--- src/rtl/lab6_mac_dpath.sv ---
// rtl/lab6_mac_dpath.sv - parametrised weighted-sum (MAC) datapath with saturation
//
// Collects a burst of N signed operands starting on the irdy cycle, forms
// Y = sum(C_k * X_k) >>> SHIFT through a product / accumulate / output
// pipeline, and presents Y with a one-cycle ordy pulse (latency N+2).
//
// Ports:
//   clk    - rising-edge clock
//   reset  - synchronous active-low reset
//   irdy   - start of burst; din holds X1 in this cycle
//   din    - signed operand X_k (W bits)
//   coef   - packed signed coefficients, C_k = coef[k*CW-1 : (k-1)*CW]
//   ordy   - one-cycle pulse when dout holds a new result
//   dout   - signed result (W bits), held between ordy pulses
//   ovf    - result was clamped (SAT=1) or wrapped (SAT=0); valid with ordy
//   busy   - high while X2..XN are being collected
`timescale 1ns/1ps

module lab6_mac_dpath #(
    parameter int W     = 10,
    parameter int N     = 3,
    parameter int CW    = 8,
    parameter int SHIFT = 0,
    parameter int SAT   = 1
) (
    input  logic            clk,
    input  logic            reset,
    input  logic            irdy,
    input  logic [W-1:0]    din,
    input  logic [N*CW-1:0] coef,
    output logic            ordy,
    output logic [W-1:0]    dout,
    output logic            ovf,
    output logic            busy
);

    localparam int PW = W + CW;
    localparam int AW = PW + $clog2(N);
    localparam int KW = $clog2(N + 1);

    localparam logic signed [AW-1:0] MAXV = {{(AW-W+1){1'b0}}, {(W-1){1'b1}}};
    localparam logic signed [AW-1:0] MINV = {{(AW-W+1){1'b1}}, {(W-1){1'b0}}};
    localparam logic [W-1:0]         MAXW = {1'b0, {(W-1){1'b1}}};
    localparam logic [W-1:0]         MINW = {1'b1, {(W-1){1'b0}}};

    typedef enum logic {IDLE, COLLECT} state_t;

    state_t              state, state_n;
    logic [KW-1:0]       cnt, cnt_n;
    logic [N*CW-1:0]     coef_q;
    logic                take, first, last;
    logic [CW-1:0]       csel;

    logic signed [PW-1:0] prod;
    logic                 p_vld, p_first, p_last;
    logic signed [AW-1:0] acc;
    logic signed [AW-1:0] prod_x;
    logic                 a_done;

    logic signed [AW-1:0] r;
    logic                 fits;
    logic [W-1:0]         res;

    // Sequencer: X1 uses coef straight from the port (the irdy cycle), later
    // operands use the copy captured then, so coef may change mid-burst.
    always_comb begin
        state_n = state;
        cnt_n   = cnt;
        take    = 1'b0;
        first   = 1'b0;
        last    = 1'b0;
        csel    = coef[CW-1:0];
        case (state)
            IDLE: begin
                if (irdy) begin
                    take    = 1'b1;
                    first   = 1'b1;
                    state_n = COLLECT;
                    cnt_n   = KW'(2);
                end
            end
            COLLECT: begin
                take = 1'b1;
                csel = coef_q[(int'(cnt) - 1) * CW +: CW];
                if (cnt == KW'(N)) begin
                    last    = 1'b1;
                    state_n = IDLE;
                    cnt_n   = '0;
                end else begin
                    cnt_n = cnt + 1'b1;
                end
            end
        endcase
    end

    assign busy = (state == COLLECT);

    // Sequencer state and S1 product register
    always_ff @(posedge clk) begin
        if (!reset) begin
            state   <= IDLE;
            cnt     <= '0;
            coef_q  <= '0;
            p_vld   <= 1'b0;
            p_first <= 1'b0;
            p_last  <= 1'b0;
            prod    <= '0;
        end else begin
            state   <= state_n;
            cnt     <= cnt_n;
            if (state == IDLE && irdy)
                coef_q <= coef;
            p_vld   <= take;
            p_first <= first;
            p_last  <= last;
            if (take)
                prod <= $signed(din) * $signed(csel);
        end
    end

    assign prod_x = {{(AW-PW){prod[PW-1]}}, prod};

    // S2 accumulator: a first-tagged product reloads, so a following burst
    // can start right behind the previous one without a clear cycle.
    always_ff @(posedge clk) begin
        if (!reset) begin
            acc    <= '0;
            a_done <= 1'b0;
        end else begin
            a_done <= p_vld & p_last;
            if (p_vld)
                acc <= p_first ? prod_x : acc + prod_x;
        end
    end

    // S3 scaling and range handling
    always_comb begin
        r    = acc >>> SHIFT;
        fits = (r >= MINV) && (r <= MAXV);
        res  = r[W-1:0];
        if (SAT != 0 && !fits)
            res = r[AW-1] ? MINW : MAXW;
    end

    always_ff @(posedge clk) begin
        if (!reset) begin
            ordy <= 1'b0;
            dout <= '0;
            ovf  <= 1'b0;
        end else begin
            ordy <= a_done;
            if (a_done) begin
                dout <= res;
                ovf  <= ~fits;
            end
        end
    end

endmodule

--- config.mk ---
export PLATFORM = sky130hd
export DESIGN_NAME = lab6_mac_dpath
export DESIGN_NICKNAME = d
export VERILOG_FILES = /design/src/rtl/lab6_mac_dpath.sv
export SDC_FILE = /design/constraint.sdc
export NUM_CORES = 1
export LEC_CHECK = 0
export BUFFER_PORTS_ARGS = -buffer_cell sky130_fd_sc_hd__clkbuf_2
export CAP_MARGIN = 15
export CORE_UTILIZATION = 40
export DETAILED_ROUTE_END_ITERATION = 12
export GPL_TIMING_DRIVEN = 1
export PLACE_DENSITY = 0.62
export SYNTH_ARGS = -nofsm -noshare
export SYNTH_HDL_FRONTEND = slang
export SYNTH_SLANG_ARGS = --single-unit
--- constraint.sdc ---
create_clock -name clk -period 6.82 [get_ports clk]
set_input_delay 0.682 -clock clk [delete_from_list [all_inputs] [get_ports clk]]
set_output_delay 0.682 -clock clk [all_outputs]
set_load 0.05 [all_outputs]
==> summary.md <==
| Metric | Value |
|---|---|
| Antenna Nets Post-Route | 0 |
| Fmax | 0.164 GHz |
| HPWL after DPL | ~12,000 um |
| Share of flip-flops with an asynchronous set or reset | 0% |
| Avg WL per Cell | between 10 and 15 um |
| Share of cells above drive strength 1 | between 9 and 10% |
| Final Hold Fails | 0 |
| CTS clk-pin slew, worst paths | approximately 70 ps |
| Most frequent cells in the layout | nand2_1 (118), inv_1 (115), dfxtp_1 (81) |
| Iteration-0 DRC Markers | 233 |
| Area grow syn2layout | 12.0% |
| Kind of critical path | reg -> reg |
| DR DRC count | 0 |
| Post-synthesis cell area | ~7300 um^2 |
| Clock sink count | 81 |
| Most common cell after layout, fill and taps aside | nand2_1 |
| Max cap viols | 0 |
| Worst setup EP type | flop |
| Worst-case clock skew | 4.99 ps |
| Die Footprint | 18,800 um^2 |
| RSZ-0062 raised after global routing | false |
| Max FO, Critical Path | 7 |
| Hold_ws | ~450 ps |
| Switching Share | between 30% and 40% |
| Post-Synthesis Cells | approximately 870 |
| Number of global-route vias before repair | around 5,400 |
| Slew HR | about a third |
| Clock buffer depth | 2 |
| Unique masters post-synth | 53 |
| Register area share after synthesis | around 22% |
| Most frequent CP cell | fa_1 |
| TritonCTS Buffers | 9 |
| Logic pwr share | 49.8% |
| Initial core utilization | approximately two fifths |
| Critical path data arrival time | approximately 6400 ps |
| Aggregate global routing overflow | 0 |
| Min Tclk post-route | 6100 ps |
| CTS resizes | 0 |
| Clk_lat worst skew | 350 ps |
| Startpoint types | flop |
| Postcts setup bufs | 0 |
| Non-Filler Instances | 1,151 |
| Switching pwr | 0.915 mW |
| Lkg Pwr | ~3.8 nW |
| Die X | roughly 140 um |
| Core area | between 15,000 and 20,000 um^2 |
| Seq pwr share | about 25% |
| Setup violators final | 0 |
| Syn avg cell area | around 8.3 um^2 |
| Worst-margin pin slew | between 900 and 1000 ps |
| Syn nets | slightly above 1,000 |
| Fillers | around 1,800 |
| Total iterations of the first detailed-routing run | 4 |
| Port Buffers | approximately 50 |
| P_int | ~1.4 mW |
| Worst path max stage delay | between 500 and 600 ps |
| Site Rows | between 40 and 50 |
| # nets final | around 1,100 |
| Via Count | between 5,000 and 6,000 |
| Utilization after layout | 45.6% |
| Synth Flop Type | dfxtp_1 |
| Routed via count divided by cell count | ~5 |
| Largest cells by area after synthesis | dfxtp_1 (22%), fa_1 (19%), ha_1 (9.3%) |
| Global-route wire length before repair | around 26,000 um |
| Placer Congestion | between 0.8 and 0.9 |
| Setup TNS | 0 ps |
| Hold Crit Class | reg -> reg |
| Cell breakdown of the critical path | clkinv_1 > ha_1 > buf_4 > mux2i_1 > nor2_1 > a21oi_1 > nor2_1 > a21oi_1 > buf_4 > nor2_1 > fa_1 > fa_1 > fa_1 > inv_1 > fa_1 > inv_1 > ha_1 > o21a_1 > o31a_1 > o2111a_1 > o31ai_1 > xor2_1 > o21ai_1 > and2_1 |
| Total track usage | between 10% and 20% |
| Final WL | between 15,000 and 20,000 um |
| Crit path max-delay cell type | fa_1 |
| Number of synthesized flops with an enable pin | 0 |
| CTS HTree Levels | 3 |
| Initial antenna violation count | 0 |
| Diodes inserted | 0 |
| Hold_buf cts | 0 |
| Die H | ~140 um |
| Seq cells post-synth | 81 |
| VDD IR max | about 180 uV |
| Clk pwr share | 25.1% |
| CTS tree | done |
| Pwr Density | ~290 nW/um^2 |
| Period utilisation layout | between 80% and 90% |
| I/O pins | 50 |
| Cells after DPL | 1,135 |
| Largest area contributor in the netlist | dfxtp_1 |
| Largest net degree at the start of global routing | 84 |
| Root buf cell | clkbuf_16 |
| Share of the synthesized area in the top cell type | 22.2% |
| Final Max Slew Viols | 0 |
| Worst EP required | roughly 7100 ps |
| Status | complete, no violations |
| Synth warn | 0 |
==> critical path: cells and delay by family (launching register included) <==
| kind | cells | cell delay, ps |
|---|---|---|
| AND/OR/NAND/NOR | 4 | 330 |
| XOR/XNOR | 1 | 180 |
| buffers and inverters | 5 | 670 |
| adder cells (fa/ha/maj) | 6 | 2810 |
| flip-flops | 1 | 390 |
| multiplexers | 1 | 200 |
| AO/OA/AOI/OAI | 7 | 1430 |
==> power by group through the flow <==
stage	registers, mW	logic, mW	clock network (mW)
after floorplan	0.578	0.941	0
after global placement	0.595	1.15	0
after detailed placement	0.596	1.17	0
after CTS	0.585	1.18	0.600
after global routing	0.594	1.35	0.614
final	0.587	1.16	0.586
==> flip-flops by register name (all words and copies together), names as in the netlist <==
name and flops:
acc 20, ovf 1, p_vld 1, a_done 1
p_last 1, prod 18, dout 10, p_first 1
cnt 2, coef_q 24, busy 1, ordy 1
==> layer usage <==
layer	global-route usage, %	wire (um)
met5	0	0
met4	4.03	140
met3	2.81	501
met2	27.7	7020
met1	24.7	7960
==> final timing paths <==
path           from       end  depth (start not counted)  slack [ps]
max          cnt[0]  prod[16]                         24         720
max reg2reg  cnt[0]  prod[16]                         24         720
min          p_last    a_done                          1         450
min reg2reg  p_last    a_done                          1         450
==> kinds of logic (layout without fill, tap and decap cells) <==
family          count (synthesis)  count (layout)  synth area share, %
fa+ha+maj                     122             122                 27.9
xor+xnor                       28              28                 3.36
buf+inv                       148             196                 7.65
simple gates                  282             282                 18.6
compound gates                200             200                 18.4
mux                            13              13                 1.78
flops                          81              81                 22.2
==> stage by stage <==
stage          setup WS (ps)  instance area (um^2)  total power, mW
3_3_place_gp             828                  7810             1.74
5_1_grt                  166                  8170             2.56
2_1_floorplan            886                  7290             1.52
4_1_cts                  683                  8170             2.36
3_5_place_dp             703                  7810             1.76
6_report                 719                  8170             2.34
==> area by class of cell <==
class	instances	area, um^2	area share, %
Clock buffer	9	225	2.76
Clock inverter	7	130	1.59
Inverter	116	435	5.33
Multi-Input combinational cell	645	5110	62.6
Sequential cell	81	1620	19.9
Tap cell	229	287	3.51
Timing Repair Buffer	64	358	4.38
==> synthesized netlist by cell type, types with 3 or more instances <==
| library cell | number |
|---|---|
| mux2i_1 | 13 |
| o21a_1 | 7 |
| and2_1 | 64 |
| inv_1 | 115 |
| a21boi_0 | 33 |
| buf_1 | 3 |
| nor2_1 | 39 |
| ha_1 | 54 |
| o211a_1 | 7 |
| xnor2_1 | 15 |
| nand4_1 | 4 |
| a21oi_1 | 48 |
| o21ai_1 | 3 |
| nor3_1 | 5 |
| a21o_1 | 9 |
| and3_1 | 4 |
| fa_1 | 68 |
| a211oi_1 | 4 |
| clkbuf_1 | 27 |
| or2_2 | 5 |
| or3_1 | 3 |
| nand3_1 | 13 |
| nand2b_1 | 5 |
| nand3b_1 | 5 |
| nand2_1 | 118 |
| a31oi_1 | 6 |
| a211o_1 | 3 |
| o211ai_1 | 9 |
| o21ai_0 | 42 |
| o2bb2ai_1 | 7 |
| nor2b_1 | 15 |
| dfxtp_1 | 81 |
| xor2_1 | 13 |
No activity file was read; power rests on OpenSTA's default activity.
